--- src/rtl/bitcoin_nonce_select.sv ---
// Collects 16 per-nonce final H0 words, tracks the smallest one and writes them all to memory.
// Latency: mask-completing transfer to done=1 is 17 cycles (18 with BITCOIN_NONCE_SELECT_BEST_WORD_EN).
// Backpressure: in_ready is high only while collecting; results offered outside COLLECT are not taken.
//
// Optional feature macro: BITCOIN_NONCE_SELECT_BEST_WORD_EN appends {27'b0, found, best_nonce}
// as a 17th word at output_addr+16.
//
// Ports:
//   clk, reset_n                 - clock, async active-low reset
//   start, output_addr, target   - run kick-off; address base and threshold latched on accept
//   in_valid/in_nonce/in_hash    - result stream from the hash pipes; in_ready accepts
//   done, found, best_nonce,
//   best_hash, dup_err           - run status; hold in IDLE until the next accepted start
//   mem_clk, mem_we, mem_addr,
//   mem_write_data               - registered write port to result memory
module bitcoin_nonce_select (
  input  logic        clk,
  input  logic        reset_n,
  input  logic        start,
  input  logic [15:0] output_addr,
  input  logic [31:0] target,
  input  logic        in_valid,
  input  logic [3:0]  in_nonce,
  input  logic [31:0] in_hash,
  output logic        in_ready,
  output logic        done,
  output logic        found,
  output logic [3:0]  best_nonce,
  output logic [31:0] best_hash,
  output logic        dup_err,
  output logic        mem_clk,
  output logic        mem_we,
  output logic [15:0] mem_addr,
  output logic [31:0] mem_write_data
);

  typedef enum logic [1:0] {
    S_IDLE    = 2'd0,
    S_COLLECT = 2'd1,
    S_WRITE   = 2'd2
  } state_t;

  // The write counter steps once per WRITE cycle; the final count value is the
  // cycle that drops mem_we and returns to IDLE.
`ifdef BITCOIN_NONCE_SELECT_BEST_WORD_EN
  localparam logic [4:0] LAST_CNT = 5'd17;
`else
  localparam logic [4:0] LAST_CNT = 5'd16;
`endif

  state_t      state_q, state_d;
  logic [15:0] addr_q, addr_d;
  logic [31:0] target_q, target_d;
  logic [15:0] seen_q, seen_d;
  logic        dup_q, dup_d;
  logic [31:0] best_hash_q, best_hash_d;
  logic [3:0]  best_nonce_q, best_nonce_d;
  logic        found_q, found_d;
  logic [4:0]  wcnt_q, wcnt_d;
  logic        mem_we_q, mem_we_d;
  logic [15:0] mem_addr_q, mem_addr_d;
  logic [31:0] mem_data_q, mem_data_d;
  logic        buf_we;
  logic [31:0] buf_q [16];

  always_comb begin
    state_d      = state_q;
    addr_d       = addr_q;
    target_d     = target_q;
    seen_d       = seen_q;
    dup_d        = dup_q;
    best_hash_d  = best_hash_q;
    best_nonce_d = best_nonce_q;
    found_d      = found_q;
    wcnt_d       = wcnt_q;
    mem_we_d     = 1'b0;
    mem_addr_d   = mem_addr_q;
    mem_data_d   = mem_data_q;
    buf_we       = 1'b0;

    case (state_q)
      S_IDLE: begin
        if (start) begin
          addr_d       = output_addr;
          target_d     = target;
          seen_d       = '0;
          dup_d        = 1'b0;
          best_hash_d  = 32'hFFFF_FFFF;
          best_nonce_d = 4'd0;
          wcnt_d       = 5'd0;
          state_d      = S_COLLECT;
        end
      end

      S_COLLECT: begin
        if (in_valid) begin
          if (seen_q[in_nonce]) begin
            dup_d = 1'b1;
          end else begin
            seen_d[in_nonce] = 1'b1;
            buf_we           = 1'b1;
            // Ties on hash go to the lower nonce so the result is order independent.
            if ((in_hash < best_hash_q) ||
                ((in_hash == best_hash_q) && (in_nonce < best_nonce_q))) begin
              best_hash_d  = in_hash;
              best_nonce_d = in_nonce;
            end
            if (&seen_d) begin
              // found uses the best value including this final result.
              found_d = (best_hash_d < target_q);
              wcnt_d  = 5'd0;
              state_d = S_WRITE;
            end
          end
        end
      end

      S_WRITE: begin
        if (wcnt_q == LAST_CNT) begin
          state_d = S_IDLE;
        end else begin
          mem_we_d   = 1'b1;
          mem_addr_d = addr_q + {11'd0, wcnt_q};
`ifdef BITCOIN_NONCE_SELECT_BEST_WORD_EN
          mem_data_d = wcnt_q[4] ? {27'd0, found_q, best_nonce_q} : buf_q[wcnt_q[3:0]];
`else
          mem_data_d = buf_q[wcnt_q[3:0]];
`endif
          wcnt_d     = wcnt_q + 5'd1;
        end
      end

      default: begin
        state_d = S_IDLE;
      end
    endcase
  end

  always_ff @(posedge clk or negedge reset_n) begin
    if (!reset_n) begin
      state_q      <= S_IDLE;
      addr_q       <= '0;
      target_q     <= '0;
      seen_q       <= '0;
      dup_q        <= 1'b0;
      best_hash_q  <= 32'hFFFF_FFFF;
      best_nonce_q <= 4'd0;
      found_q      <= 1'b0;
      wcnt_q       <= '0;
      mem_we_q     <= 1'b0;
      mem_addr_q   <= '0;
      mem_data_q   <= '0;
    end else begin
      state_q      <= state_d;
      addr_q       <= addr_d;
      target_q     <= target_d;
      seen_q       <= seen_d;
      dup_q        <= dup_d;
      best_hash_q  <= best_hash_d;
      best_nonce_q <= best_nonce_d;
      found_q      <= found_d;
      wcnt_q       <= wcnt_d;
      mem_we_q     <= mem_we_d;
      mem_addr_q   <= mem_addr_d;
      mem_data_q   <= mem_data_d;
    end
  end

  // Result buffer is data-only storage; its contents are irrelevant until a
  // full run has rewritten every entry, so it carries no reset.
  always_ff @(posedge clk) begin
    if (buf_we) begin
      buf_q[in_nonce] <= in_hash;
    end
  end

  assign in_ready       = (state_q == S_COLLECT);
  assign done           = (state_q == S_IDLE);
  assign found          = found_q;
  assign best_nonce     = best_nonce_q;
  assign best_hash      = best_hash_q;
  assign dup_err        = dup_q;
  assign mem_clk        = clk;
  assign mem_we         = mem_we_q;
  assign mem_addr       = mem_addr_q;
  assign mem_write_data = mem_data_q;

endmodule

--- config.mk ---
export PLATFORM = sky130hd
export DESIGN_NAME = bitcoin_nonce_select
export DESIGN_NICKNAME = d
export VERILOG_FILES = /design/src/rtl/bitcoin_nonce_select.sv
export SDC_FILE = /design/constraint.sdc
export NUM_CORES = 1
export LEC_CHECK = 0
export ABC_AREA = 1
export CORE_MARGIN = 1
export CORE_UTILIZATION = 47
export CTS_BUF_LIST = sky130_fd_sc_hd__clkbuf_4 sky130_fd_sc_hd__clkbuf_8
export DETAILED_ROUTE_END_ITERATION = 8
export GPL_TIMING_DRIVEN = 0
export PLACE_DENSITY = 0.7
export SLEW_MARGIN = 20
export SYNTH_ARGS = -nofsm -noshare
export SYNTH_HDL_FRONTEND = slang
export SYNTH_SLANG_ARGS = --single-unit
--- constraint.sdc ---
create_clock -name clk -period 7.6 [get_ports clk]
set_clock_uncertainty 0.05 [all_clocks]
set_input_delay 1.52 -clock clk [delete_from_list [all_inputs] [get_ports clk]]
set_output_delay 1.52 -clock clk [all_outputs]
set_load 0.05 [all_outputs]
==> out/metrics.yaml, run 1 <==
status:
  status: "finished clean"
drt:
  dr.pass1.iters: 5
  vias_per_cell: 5.76
  ant_nets: 0
  via_count: 20800
  drcViolationCount: 0
  wirelength_um: 84200
  met1_length_um: 33000
  routedWlPerCell_um: 23.3
  wl_met2_um: 39000
  highest_layer: "met5"
  met3_wirelength_um: 8380
  drtIter0Drc: 2097
finish:
  drive_above_1_share: 0.103
  register_area_um2: 19400
  design_area_um2: 33600
  area_growth_pct: 20.0
  final_nets: 2904
  multiInputGateArea_um2: 7590
  fillers: 4772
setup_path:
  slowest_stage: "clkdlybuf4s50_1"
  path_common_cell: "clkbuf_8"
  required_ns: 6.03
  startpoint_type: "clock port"
  path_max_fanout: 5
  slowest_delay_ns: 0.69
  rrSetupSlack_ns: 2.76
  r2r-end: "mem_write_data[17]$_DFFE_PN0P_"
  worst_setup_path_end_kind: "output port"
  worstReg2RegStart: "wcnt_q[0]$_DFFE_PN0P_"
  reg2reg_depth: 12
  crit_type: "clock port to output port"
  arrival_ns: 4.83
  crit_chain: "clkbuf_8 -> clkbuf_8 -> buf_4 -> clkdlybuf4s50_1"
power:
  p_leak_nw: 12.6
  finalPower_mw: 10.8
  seqPwrFrac: 0.434
  clockPowerShare: 0.302
  comb_power_share: 0.264
  swShare: 0.337
  intPower_mw: 7.16
  p_switching_mw: 3.63
  power_density_nw_per_um2: 321
  peakVddDrop_v: 0.000319
global_routing:
  antenna_found_initial: 2
  gr-usage-all-layers: 0.280
  grt_overflow: 0
  grt_pass1_vias: 20700
  grt_pass1_wl_um: 124000
  grt_max_degree: 65
sta:
  hold_violations: 0
  max_slew_margin: 0.309
  hold_ws_ns: 0.436
  worstMarginPinSlew_ns: 1.03
  fin_setup_tns_ns: 0
  slew_violations: 0
  final-setup-viol-count: 0
  setup_slack_ns: 1.20
  grt_setup_unrepaired: "no"
floorplanning:
  coreArea_um2: 58900
  dieArea_um2: 60600
  chipWidth_um: 246
  pin_count: 178
  die-height_um: 246
  start_util: 0.476
  row_count: 89
hold_path:
  hold_depth: 2
  worstHoldEndpoint: "mem_addr[5]$_DFFE_PN0P_"
  hold_path.class: "flip-flop to flip-flop"
  worstHoldStart: "mem_addr[5]$_DFFE_PN0P_"
logic_synthesis:
  synth_top_area_cell: "edfxtp_1"
  synth_cell_types: 41
  synthArstFlopShare: 0.236
  synth_seq_cells: 670
  synth_top_area_share: 0.549
  synth_edf_count: 512
  yosysMostFrequentCell: "edfxtp_1"
  yosysSeqAreaShare: 0.691
  ys_top_cells_by_area: "edfxtp_1 55%, dfrtp_1 11%, o21ai_0 6.4%"
  synth_common_cells: "512 x edfxtp_1, 358 x o21ai_0, 343 x nor2_1, 329 x nand2_1, 186 x o22ai_1"
  syn_inst: 2427
  netlist_area_um2: 28000
  syn_avg_cell_area_um2: 11.5
  syn-num-nets: 2589
  yosysWarnings: 0
  synth_top_flop_cell: "edfxtp_1"
cts:
  insertion_delay_ns: 0.82
  cts_resized: 0
  postCtsSetupBuffers: 0
  cts_tree: "built"
  hold_buffers: 0
  path_clk_slew_ns: 0.06
placement:
  place.gp.congestion: 0.912
  pre_cts_slack_ns: 1.44
  io_buffers: 177
  place_area_um2: 31300
  dp_hpwl_um: 58400
job:
  cap_violations: 0
## power by group through the flow
stage,registers [mW],clock network [mW],logic [mW]
3_5_place_dp,4.75,0.0376,2.83
2_1_floorplan,5.34,0.0284,1.17
5_1_grt,4.72,3.45,3.11
3_3_place_gp,4.75,0.0376,2.71
4_1_cts,4.68,3.28,2.85
6_report,4.68,3.26,2.85
## final cells by class
class,instances,area share
Buffer,133,0.0155
Clock inverter,38,0.00867
Multi-Input combinational cell,1452,0.226
Clock buffer,163,0.0590
Sequential cell,670,0.576
Timing Repair Buffer,204,0.0664
Inverter,172,0.0192
Tap cell,773,0.0288
Antenna cell,3,0.000223
## cell families (layout without fill, tap and decap cells)
group                    Yosys count  count (layout)  synth area share
AO/OA/AOI/OAI                    660             660             0.133
adder cells (fa/ha/maj)           74              74            0.0333
other                              0               3                 0
flip-flops                       670             670             0.691
XOR/XNOR                          10              10           0.00313
buffers and inverters            305             710            0.0417
AND/OR/NAND/NOR                  708             708            0.0980
## worst max-delay path: cells and delay by family
kind,cells,cell delay (ns)
buffers and inverters,4,1.02
## per-layer routing
layer  GRT usage  vias to the layer above
met2       0.440                     1105
li1            -                     9305
met1       0.368                    10200
met5      0.0114                        -
met4       0.144                        2
met3      0.0547                      189
## layout by cell type (no fill, tap or decap), drive strengths merged, types with 4 or more instances in the layout
| master | n |
|---|---|
| o22ai | 186 |
| nand3 | 14 |
| dfrtp | 126 |
| xor2 | 10 |
| bufinv | 4 |
| clkinv | 32 |
| a21oi | 68 |
| clkbuf | 273 |
| buf | 51 |
| o21ai | 360 |
| ha | 73 |
| a41oi | 32 |
| nor2 | 347 |
| inv | 172 |
| dfstp | 32 |
| clkdlybuf4s50 | 176 |
| edfxtp | 512 |
| nand4 | 7 |
| nor3 | 5 |
| nand2 | 330 |
## worst max-delay path by stage
| stage | from | endpoint | slack [ns] | depth (start not counted) |
|---|---|---|---|---|
| final | clk | mem_clk | 1.20 | 4 |
| after global routing | clk | mem_clk | 1.19 | 4 |
| after CTS | clk | mem_clk | 1.20 | 4 |
| after detailed placement | clk | mem_clk | 1.44 | 2 |
| after global placement | in_nonce[1] | buf_q[0][2]$_DFFE_PP_ | -3.34 | 13 |
| after floorplan | in_nonce[0] | buf_q[0][0]$_DFFE_PP_ | 1.44 | 13 |
## metrics by stage
step,instances,utilization
2_1_floorplan,2427,-
4_1_cts,3605,0.570
6_report,3608,0.571
3_3_place_gp,3377,0.522
3_5_place_dp,3405,0.532
5_1_grt,3608,0.571
## sequential cells by signal, summed over array words and instances, names as in the netlist, 2 cells and up
| signal | cells |
|---|---|
| addr_q | 16 |
| wcnt_q | 5 |
| mem_write_data | 32 |
| buf_q | 512 |
| best_hash | 32 |
| seen_q | 16 |
| mem_addr | 16 |
| best_nonce | 4 |
| target_q | 32 |
| state_q | 2 |
(Power assumes the default switching activity.)
==> run 2, diff against run 1 <==
- PLACE_DENSITY: 0.7 -> 0.72
- clock period: 7.6 -> 5.5 ns (I/O delays scaled with it)
==> out/metrics.yaml, run 2 (same netlist as run 1, synthesis figures left out) <==
floorplanning:
  dieArea_um2: 60600  # unchanged
  die-height_um: 246  # unchanged
  start_util: 0.476  # unchanged
  pin_count: 178  # unchanged
  row_count: 89  # unchanged
  coreArea_um2: 58900  # unchanged
  chipWidth_um: 246  # unchanged
setup_path:
  arrival_ns: 3.77  # -1.06 ns
  r2r-end: "mem_write_data[17]$_DFFE_PN0P_"
  reg2reg_depth: 12  # unchanged
  worstReg2RegStart: "wcnt_q[0]$_DFFE_PN0P_"
  path_max_fanout: 2  # -3
  worst_setup_path_end_kind: "output port"
  crit_type: "clock port to output port"
  rrSetupSlack_ns: 0.61  # -2.15 ns
  required_ns: 4.35  # -1.68 ns
  startpoint_type: "clock port"
drt:
  drtIter0Drc: 2453  # +17%
  dr.pass1.iters: 6  # +1
  drcViolationCount: 0  # unchanged
  ant_nets: 0  # unchanged
  routedWlPerCell_um: 23.4  # +0.14%
  wirelength_um: 84000  # -0.16%
  via_count: 21000  # +1.0%
  vias_per_cell: 5.84  # +1.3%
finish:
  area_growth_pct: 19.6
  final_nets: 2899  # -0.17%
  fillers: 4711  # -1.3%
  design_area_um2: 33500  # -0.29%
  antenna_cells: 0  # -3
  regMostFlops: "buf_q"
  final_cell_mix: "512 x edfxtp_1, 358 x o21ai_0, 329 x nand2_1"
  drive_above_1_share: 0.101  # -0.00148
  largest_reg_flops: 512  # unchanged
  final_common_cell: "edfxtp_1"
placement:
  place_area_um2: 31400  # +0.17%
  io_buffers: 177  # unchanged
  place.gp.congestion: 0.905  # -0.73%
  dp_hpwl_um: 58200  # -0.22%
power:
  power_density_nw_per_um2: 438  # +36%
  peakVddDrop_v: 0.000358  # +12%
  p_leak_nw: 12.6  # -0.47%
sta:
  hold_violations: 0  # unchanged
  post-route-period-util: 0.895
  worstMarginPinSlew_ns: 1.07  # +0.0318 ns
  slew_violations: 0  # unchanged
  min_period_ns: 4.92
  fin_setup_tns_ns: 0  # unchanged
  final-setup-viol-count: 0  # unchanged
  max_slew_margin: 0.290  # -0.0191
  grt_setup_unrepaired: "no"
  clock.fmax_ghz: 0.203
status:
  status: "finished clean"
cts:
  cts_resized: 0  # unchanged
  cts_tree: "built"
  hold_buffers: 0  # unchanged
  path_clk_slew_ns: 0.06  # about the same
  postCtsSetupBuffers: 0  # unchanged
  insertion_delay_ns: 0.83  # about the same
hold_path:
  hold_path.class: "input port to async pin"
global_routing:
  antenna_found_initial: 1  # -1
  grt_pass1_wl_um: 125000  # +0.15%
  grt_overflow: 0  # unchanged
  grt_max_degree: 97  # +49%
  grt_pass1_vias: 20800  # +0.65%
  gr-usage-all-layers: 0.281  # +0.000783
job:
  cap_violations: 0  # unchanged
==> run 2: changes by cell type in the layout (fill, tap and decap cells not counted), sizes merged <==
| cell | previous run | this run |
|---|---|---|
| clkbuf | 273 | 270 |
| buf | 51 | 49 |
| inv | 172 | 174 |
| bufinv | 4 | 0 |
| clkinv | 32 | 31 |
| diode | 3 | 0 |
==> run 2: final cells by class <==
| type | count | area (um^2) | area share |
|---|---|---|---|
| buffer | 133 | 522 | 0.0156 |
| inverter | 172 | 646 | 0.0193 |
| sequential | 670 | 19400 | 0.578 |
| tap | 773 | 967 | 0.0289 |
| multi-input combinational | 1452 | 7610 | 0.227 |
| timing repair buffer | 202 | 2280 | 0.0679 |
| clock inverter | 35 | 189 | 0.00564 |
| clock buffer | 160 | 1940 | 0.0579 |
==> run 2: worst max path at each step <==
stage / start / slack, ns / cells after the start / endpoint
2_1_floorplan: in_nonce[0] / 0.49 / 14 / buf_q[14][0]$_DFFE_PP_
4_1_cts: clk / 0.57 / 4 / mem_clk
5_1_grt: in_hash[26] / 0.31 / 21 / found$_DFFE_PN0P_
3_5_place_dp: in_hash[30] / -0.14 / 21 / found$_DFFE_PN0P_
6_report: clk / 0.58 / 4 / mem_clk
3_3_place_gp: reset_n / -3.55 / 1 / mem_write_data[3]$_DFFE_PN0P_
==> run 2: routing by layer <==
metal	global-route usage	up-vias	routed length, um
met4	0.153	0	4220
li1	-	9298	-
met2	0.446	1312	38800
met5	0	-	0
met1	0.362	10200	32100
met3	0.0559	231	8910
==> run 2: critical path, cell delays in order <==
cell and delay, ns:
clkbuf_8 0.11, clkbuf_8 0.12, buf_4 0.11, clkdlybuf4s50_1 0.68
==> run 2: per-stage QoR <==
stage | setup slack (ns) | hold slack, ns | util | cells | power (mW)
after global placement | -3.55 | 0.412 | 0.522 | 3377 | 10.4
after global routing | 0.307 | 0.267 | 0.569 | 3597 | 15.3
after CTS | 0.567 | 0.236 | 0.569 | 3597 | 14.7
after detailed placement | -0.142 | 0.416 | 0.533 | 3403 | 10.5
final | 0.575 | 0.260 | 0.569 | 3597 | 14.7
after floorplan | 0.493 | 0.400 | - | 2427 | 9.04
==> run 2: power breakdown <==
| part | switching [mW] | internal [mW] |
|---|---|---|
| Clock | 1.98 | 2.27 |
| Combinational | 2.68 | 1.28 |
| Sequential | 0.346 | 6.12 |
